[config.mk]
export PLATFORM = sky130hd
export DESIGN_NAME = usb_phy_tx
export DESIGN_NICKNAME = d
export VERILOG_FILES = /design/src/rtl/usb_phy_tx.sv
export SDC_FILE = /design/constraint.sdc
export NUM_CORES = 1
export LEC_CHECK = 0
export ABC_AREA = 1
export BUFFER_PORTS_ARGS = -buffer_cell sky130_fd_sc_hd__buf_2
export CORE_ASPECT_RATIO = 1.2
export CORE_MARGIN = 1.5
export CORE_UTILIZATION = 35
export CTS_CLUSTER_DIAMETER = 60
export DETAILED_ROUTE_END_ITERATION = 10
export GPL_TIMING_DRIVEN = 0
export PLACE_DENSITY = 0.49
export SYNTH_ARGS = -nofsm -noshare
export SYNTH_HDL_FRONTEND = slang
export SYNTH_SLANG_ARGS = --single-unit
[constraint.sdc]
create_clock -name clk -period 4.7 [get_ports clk]
set_input_delay 0.705 -clock clk [delete_from_list [all_inputs] [get_ports clk]]
set_output_delay 0.705 -clock clk [all_outputs]
set_load 0.05 [all_outputs]
[src/rtl/usb_phy_tx.sv]
// USB full-speed PHY transmit serializer: SYNC, LSB-first data with bit stuffing,
// NRZI line coding and EOP, plus a bit-stuff-error abort on cancel or underrun.
module usb_phy_tx #(
    parameter int CLK_PER_BIT = 4
) (
    input  logic       clk,
    input  logic       rst,
    input  logic       tx_lp_sop,
    input  logic       tx_lp_eop,
    input  logic       tx_lp_valid,
    output logic       tx_lp_ready,
    input  logic [7:0] tx_lp_data,
    input  logic       tx_lp_cancle,
    output logic       dp_o,
    output logic       dm_o,
    output logic       d_oe,
    output logic       tx_busy,
    output logic       tx_underrun
);
    localparam int CW = (CLK_PER_BIT > 1) ? $clog2(CLK_PER_BIT) : 1;

    typedef enum logic [2:0] {IDLE, SYNC, DATA, EOP_SE0, EOP_J, ABORT} state_t;

    state_t        state;
    logic [CW-1:0] bit_cnt;
    logic [2:0]    bit_idx;      // bit position inside SYNC, EOP_SE0 and ABORT
    logic [2:0]    bits_left;    // data bits of the current byte not yet on the line
    logic [7:0]    shift_reg;
    logic [7:0]    hold_reg;
    logic          hold_v;
    logic          eop_accepted;
    logic          cancel_pend;
    logic          ready_en;
    logic [2:0]    ones_cnt;
    logic          level;        // NRZI line level currently driven, 1 = J

    logic strobe, sync_done, stuff, byte_end, abort_req, load, emit;
    logic next_bit, next_lvl;

    assign strobe    = (state != IDLE) && (bit_cnt == CW'(CLK_PER_BIT - 1));
    assign sync_done = (bit_idx == 3'd7);
    assign stuff     = (ones_cnt == 3'd6);
    assign byte_end  = (bits_left == 3'd0) && !stuff;
    assign abort_req = cancel_pend || tx_lp_cancle;

    // load: a new byte moves from the holding register into the shifter.
    // emit: the next SYNC/data/stuff bit goes on the line at this edge.
    assign load = strobe && !abort_req && hold_v &&
                  ((state == SYNC && sync_done) || (state == DATA && byte_end));
    assign emit = load || (strobe && !abort_req &&
                  ((state == SYNC && !sync_done) || (state == DATA && !byte_end)));

    // NOTE: every variable driven here gets a default first, so no latch can be inferred.
    always_comb begin
        next_bit = 1'b0;
        case (state)
            SYNC: next_bit = sync_done ? hold_reg[0] : (bit_idx == 3'd6);
            DATA: begin
                if (stuff)
                    next_bit = 1'b0;
                else if (bits_left != 3'd0)
                    next_bit = shift_reg[0];
                else
                    next_bit = hold_reg[0];
            end
            default: next_bit = 1'b0;
        endcase
        next_lvl = next_bit ? level : !level;
    end

    always_comb begin
        tx_lp_ready = 1'b0;
        case (state)
            IDLE:       tx_lp_ready = ready_en;
            SYNC, DATA: tx_lp_ready = ready_en && !hold_v && !eop_accepted && !cancel_pend;
            default:    tx_lp_ready = 1'b0;
        endcase
    end

    // NOTE: sequential state is written only with non-blocking assignments.
    always_ff @(posedge clk) begin
        if (rst) begin
            // NOTE: the byte registers are reset too, so a mid-packet reset leaves no stale data.
            state        <= IDLE;
            bit_cnt      <= '0;
            bit_idx      <= 3'd0;
            bits_left    <= 3'd0;
            shift_reg    <= 8'h00;
            hold_reg     <= 8'h00;
            hold_v       <= 1'b0;
            eop_accepted <= 1'b0;
            cancel_pend  <= 1'b0;
            ready_en     <= 1'b0;
            ones_cnt     <= 3'd0;
            level        <= 1'b1;
            dp_o         <= 1'b1;
            dm_o         <= 1'b0;
            d_oe         <= 1'b0;
            tx_busy      <= 1'b0;
            tx_underrun  <= 1'b0;
        end else begin
            ready_en    <= 1'b1;
            tx_underrun <= 1'b0;

            if (state == IDLE || strobe)
                bit_cnt <= '0;
            else
                bit_cnt <= bit_cnt + 1'b1;

            if (emit) begin
                level    <= next_lvl;
                dp_o     <= next_lvl;
                dm_o     <= !next_lvl;
                ones_cnt <= next_bit ? ones_cnt + 3'd1 : 3'd0;
            end

            case (state)
                IDLE: begin
                    // Non-sop beats are accepted by ready and simply dropped here.
                    if (tx_lp_valid && tx_lp_ready && tx_lp_sop) begin
                        state        <= SYNC;
                        hold_reg     <= tx_lp_data;
                        hold_v       <= 1'b1;
                        eop_accepted <= tx_lp_eop;
                        cancel_pend  <= 1'b0;
                        ones_cnt     <= 3'd0;
                        bit_idx      <= 3'd0;
                        level        <= 1'b0;
                        dp_o         <= 1'b0;
                        dm_o         <= 1'b1;
                        d_oe         <= 1'b1;
                        tx_busy      <= 1'b1;
                    end
                end

                SYNC, DATA: begin
                    if (tx_lp_cancle) begin
                        hold_v      <= 1'b0;
                        cancel_pend <= 1'b1;
                    end else if (tx_lp_valid && tx_lp_ready) begin
                        hold_reg     <= tx_lp_data;
                        hold_v       <= 1'b1;
                        eop_accepted <= tx_lp_eop;
                    end

                    if (strobe) begin
                        if (abort_req) begin
                            state   <= ABORT;
                            bit_idx <= 3'd0;
                        end else if (load) begin
                            state     <= DATA;
                            shift_reg <= {1'b0, hold_reg[7:1]};
                            bits_left <= 3'd7;
                            hold_v    <= 1'b0;
                        end else if (emit) begin
                            if (state == SYNC) begin
                                bit_idx <= bit_idx + 3'd1;
                            end else if (!stuff) begin
                                shift_reg <= {1'b0, shift_reg[7:1]};
                                bits_left <= bits_left - 3'd1;
                            end
                        end else if (state == DATA && eop_accepted) begin
                            state   <= EOP_SE0;
                            bit_idx <= 3'd0;
                            dp_o    <= 1'b0;
                            dm_o    <= 1'b0;
                        end else begin
                            state       <= ABORT;
                            bit_idx     <= 3'd0;
                            tx_underrun <= 1'b1;
                        end
                    end
                end

                ABORT: begin
                    // Seven bit times of unchanged level violate the stuffing rule on purpose.
                    if (strobe) begin
                        if (bit_idx == 3'd6) begin
                            state   <= EOP_SE0;
                            bit_idx <= 3'd0;
                            dp_o    <= 1'b0;
                            dm_o    <= 1'b0;
                        end else begin
                            bit_idx <= bit_idx + 3'd1;
                        end
                    end
                end

                EOP_SE0: begin
                    if (strobe) begin
                        if (bit_idx == 3'd1) begin
                            state <= EOP_J;
                            dp_o  <= 1'b1;
                            dm_o  <= 1'b0;
                        end else begin
                            bit_idx <= bit_idx + 3'd1;
                        end
                    end
                end

                EOP_J: begin
                    if (strobe) begin
                        state        <= IDLE;
                        d_oe         <= 1'b0;
                        tx_busy      <= 1'b0;
                        level        <= 1'b1;
                        hold_v       <= 1'b0;
                        eop_accepted <= 1'b0;
                        cancel_pend  <= 1'b0;
                        ones_cnt     <= 3'd0;
                    end
                end

                default: state <= IDLE;
            endcase
        end
    end

endmodule

# After elaboration in Yosys (flattened, before gate mapping)
# Index checks and enable logic that the tools add are counted.
[word_totals]
reg_bits = 39
inputBits = 14
output_inout_bits = 6
wordCells = 191
[op_classes]
addsub = 4
eq_ne = 26
n_mux = 92
n_bitwise = 3
reduce_logical = 50
[op_table]
columns = ["op", "count"]
rows = [
  ["3-bit 2-to-1 mux", 29],
  ["8-bit 2-to-1 mux", 7],
  ["1-bit 2-to-1 mux", 43],
  ["2-bit != test, second input constant", 11],
  ["1-bit logical AND", 16],
  ["8-bit case mux with 2 select lines", 1],
  ["8-bit AND reduction", 2],
  ["3-bit == test, second input constant", 5],
  ["3-bit case mux with 5 select lines", 1],
  ["3-bit case mux with 4 select lines", 1],
  ["1-bit zero test", 9],
  ["1-bit case mux with 3 select lines", 3],
  ["3-bit nonzero test", 3],
  ["4-bit != test, second input constant", 2],
  ["1-bit case mux with 2 select lines", 4],
  ["1-bit case mux with 4 select lines", 2],
  ["4-bit AND reduction", 2],
  ["3-bit by 1-bit adder with 3-bit output, second input constant", 2],
  ["3-bit by 1-bit == test with 1-bit output, second input constant", 2],
  ["3-bit by 2-bit == test with 1-bit output, second input constant", 2],
  ["3-bit zero test", 2],
  ["3-bit case mux with 2 select lines", 1],
  ["3-bit AND reduction", 2],
  ["6-bit AND reduction", 1],
  ["other kinds (12)", 22],
]

# Depth between registers and ports, before layout
[depth]
depth_word = 15
depth_mapped = 14
depth_no_buf = 14

# Least setup slack after synthesis
# OpenSTA, ideal clock, no wires.
[synth_path]
path_type = "register to output"
startpoint = "register state[1]"
endpoint = "output port tx_lp_ready"
t_arrival_ps = 1198
required_time_ps = 3995
path_slack_ps = 2797
path_stages_with_launch = 5
n_path_buf = 0
cell_sequence = "dfxtp_1 > nor2_1 > nand2_4 > o21ai_2 > and2_1"
[synth_between]
elab_chain_len = 3
elab_cells_between_ends = 5
cone_classes = "2 x eq/ne; 1 x mux; 2 x reduce/logical"
[synth_rtl]
columns = ["element", "line_no", "rtl"]
rows = [
  ["from (decl)", "24", "state_t state;"],
  ["from (signal assigned)", "84", "state <= IDLE;"],
  ["from (signal assigned)", "121", "state <= SYNC;"],
  ["from (signal assigned)", "148", "state <= ABORT;"],
  ["3-bit by 1-bit == test with 1-bit output or 3-bit by 2-bit == test with 1-bit output (tied branches)", "73", "case (state)"],
  ["2-bit OR reduction", "73", ""],
  ["1-bit case mux with 2 select lines *", "73", ""],
  ["to (decl)", "11", "output logic tx_lp_ready,"],
]
# Mark *: on every way between the ends. The rest lies on a longest branch, timed or not.

# Final worst setup path
[layout_path]
startpoint = "register state[2]"
endpoint = "output port tx_lp_ready"
# Same word-level chain as after synthesis.

==> reports/metrics.yaml <==
critical_path:
  critPathLaunchType: "register"
  crit_required_ns: 3.99
  critPathKind: "register to primary output"
  r2r-start: "ones_cnt[0]$_SDFF_PP0_"
  arrival_ns: 1.58
  crit-reg2reg-capture: "bits_left[1]$_SDFFE_PP0P_"
  regToRegSetupSlack_ns: 2.70
  ff2ff_path_depth: 11
  worstSetupEndpointType: "primary output"
  crit_fanout: 7
floorplanning:
  die_w_um: 76.5
  rows: 31
  ios: 20
  fp.dieH_um: 91.2
  core_area_um2: 6170
  dieArea_um2: 6980
  start_util_pct: 36.8
yosys:
  synth_top_family_by_area: "simple AND/OR/NAND/NOR gates"
  synth_top_area_share_pct: 33.5
  ys_seq_area_share_pct: 33.5
  synth_area_per_cell_um2: 6.52
  muxShareOfSynthArea_pct: 0
  ys_async_sr_fraction_pct: 0
  synth_fa_ha_area_share_pct: 4.96
  yosysTopAreaCell: "dfxtp_1"
  ys.warnings.count: 0
  synth-compound-area-share_pct: 10.8
  synth_xor_area_share_pct: 1.16
  yosys_register_bits: 38
  syn_inst: 348
  synth_edf_count: 0
  syn-cell-area_um2: 2270
  yosys.area_share.simple_pct: 39.2
  yosys_most_used_dff: "dfxtp_1"
  synth_cell_type_count: 34
  synth_nets: 371
  synth.area.top_cells: "dfxtp_1 (34%), nand2_1 (18%), nor2_1 (7.8%), inv_1 (6.1%), ha_1 (5.0%)"
timing:
  finClkSkew_ns: 0.0107
  fin_crit_sh_pct: 48.7
  tightestPinTransition_ns: 0.484
  worst_slack_ns: 2.41
  tns_ns: 0
  fmax_mhz: 437
  hold_viol_final: 0
  setup_viol: 0
  fin_crit_ns: 2.29
  fin_worst_hold_slack_ns: 0.429
  finalMaxSlewViolations: 0
  rsz0062_at_grt: "false"
  max_slew_margin_pct: 67.7
global_routing:
  grt_max_degree: 13
  grt_util_met3_pct: 3.32
  use_met2_pct: 31.4
  grt_pass1_vias: 2042
  grt_usage_pct: 17.3
  grt_pass1_wl_um: 9560
  grt_use_met1_pct: 20.7
  top_usage_layer: "met2"
  grt_overflow: 0
  antenna_found_initial: 0
placement:
  dpl-instance-area_um2: 2460
  hpwl_um: 4240
  finalWeightedCongestion: 0.925
  portBuffers: 18
  place_ws_ns: 2.58
job:
  maxCapViolCount: 0
layout:
  finalNetCount: 396
  antenna_cells: 0
  drive_gt1_share_pct: 14.7
  area_delta_synth_final_pct: 12.7
  largest_reg_flops: 8
  final_area_um2: 2560
run_status:
  status: "complete, no violations"
clock_network:
  cts_buffers: 5
  cts_setup_buffers: 0
  tritoncts: "done"
  clock_latency_ns: 0.29
  ctsHoldBuffers: 0
  cts_resized: 0
  cts.clk_slew.worst_paths_ns: 0.09
  cts_root_buffer: "clkbuf_8"
  numClockSinks: 38
  htreeDepth: 2
  clk_path_buf_depth: 2
routing:
  antenna_left: 0
  viasPerCell: 4.64
  drt_wl_total_um: 5620
  routedWlPerCell_um: 12.3
  vias: 2114
  post-route-drc-count: 0
  drt_iter0_markers: 89
  dr.pass1.iters: 4
min_path:
  hold_start: "bit_cnt[0]$_SDFF_PP0_"
  hold_path.class: "register to register"
  hold-path-endpoint: "bit_cnt[0]$_SDFF_PP0_"
  min_path_cells: 1
power_and_ir_drop:
  power_density_nw_per_um2: 465
  leakagePower_nw: 1.23
  peakVddDrop_mv: 0.191
  totalPowerFinal_mw: 1.19
[cells by family (layout without fill, tap and decap cells)]
logic type,Yosys count,in the layout
AND/OR/NAND/NOR,199,199
buffers and inverters,53,79
AO/OA/AOI/OAI,46,46
flip-flops,38,38
adder cells (fa/ha/maj),9,9
XOR/XNOR,3,3
[metrics by stage]
stage                     std cells  util (%)
final                           456      41.4
after global routing            456      41.4
after CTS                       456      41.4
after detailed placement        448      39.9
after global placement          448      39.9
after floorplan                 348         -
[final cells by class]
type / count / area (um^2)
Multi-Input combinational cell: 257 / 1270
Clock inverter: 2 / 12.5
Sequential cell: 38 / 761
Tap cell: 82 / 103
Fill cell: 660 / 3610
Timing Repair Buffer: 18 / 90.1
Buffer: 9 / 66.3
Inverter: 44 / 168
Clock buffer: 6 / 82.6
[how the worst max path moves through the flow]
stage | startpoint | end | cells past startpoint
finish | state[2]$_SDFFE_PP0P_ | tx_lp_ready | 5
global route | state[2]$_SDFFE_PP0P_ | tx_lp_ready | 5
CTS | state[2]$_SDFFE_PP0P_ | tx_lp_ready | 5
detailed placement | tx_lp_cancle | bits_left[1]$_SDFFE_PP0P_ | 10
global placement | tx_lp_cancle | ones_cnt[2]$_SDFF_PP0_ | 10
floorplan | state[1]$_SDFFE_PP0P_ | tx_lp_ready | 4
[layout by cell type (no fill, tap or decap), types with 3 or more instances in the layout]
cell type / count
dfxtp_1: 38
nand3_1: 18
o21ai_0: 17
clkbuf_8: 6
a21oi_1: 21
buf_6: 3
ha_1: 9
nand4_1: 6
nand2_2: 6
nand2_4: 3
inv_1: 37
inv_2: 5
xor2_1: 3
nand2_1: 107
nor2_1: 47
buf_2: 20
[worst max-delay path, stage by stage (launching register included)]
cell and delay, ns:
dfxtp_1 0.39, inv_4 0.14, nand2_1 0.14, nor2_1 0.18, and2_1 0.16, buf_2 0.26
[power breakdown]
part	internal, mW	total [mW]	switching, mW
sequential	0.377	0.410	0.0327
clock	0.118	0.242	0.123
combinational	0.170	0.537	0.367
[synth_stat cells, types with 3 or more instances]
master   number
xor2_1        3
ha_1          9
dfxtp_1      38
nand2_1     107
nand2_2       6
inv_2         5
nor2_1       47
nand2_4       3
nand3_1      18
o21ai_0      17
a21oi_1      21
nand4_1       6
buf_6         3
inv_1        37
[routing by layer]
metal	wire [um]	part of all wire (%)
met1	2550	45
met2	2830	50
met3	166	3.0
met4	75	1.3
met5	0	0
(Power assumes the default switching activity.)
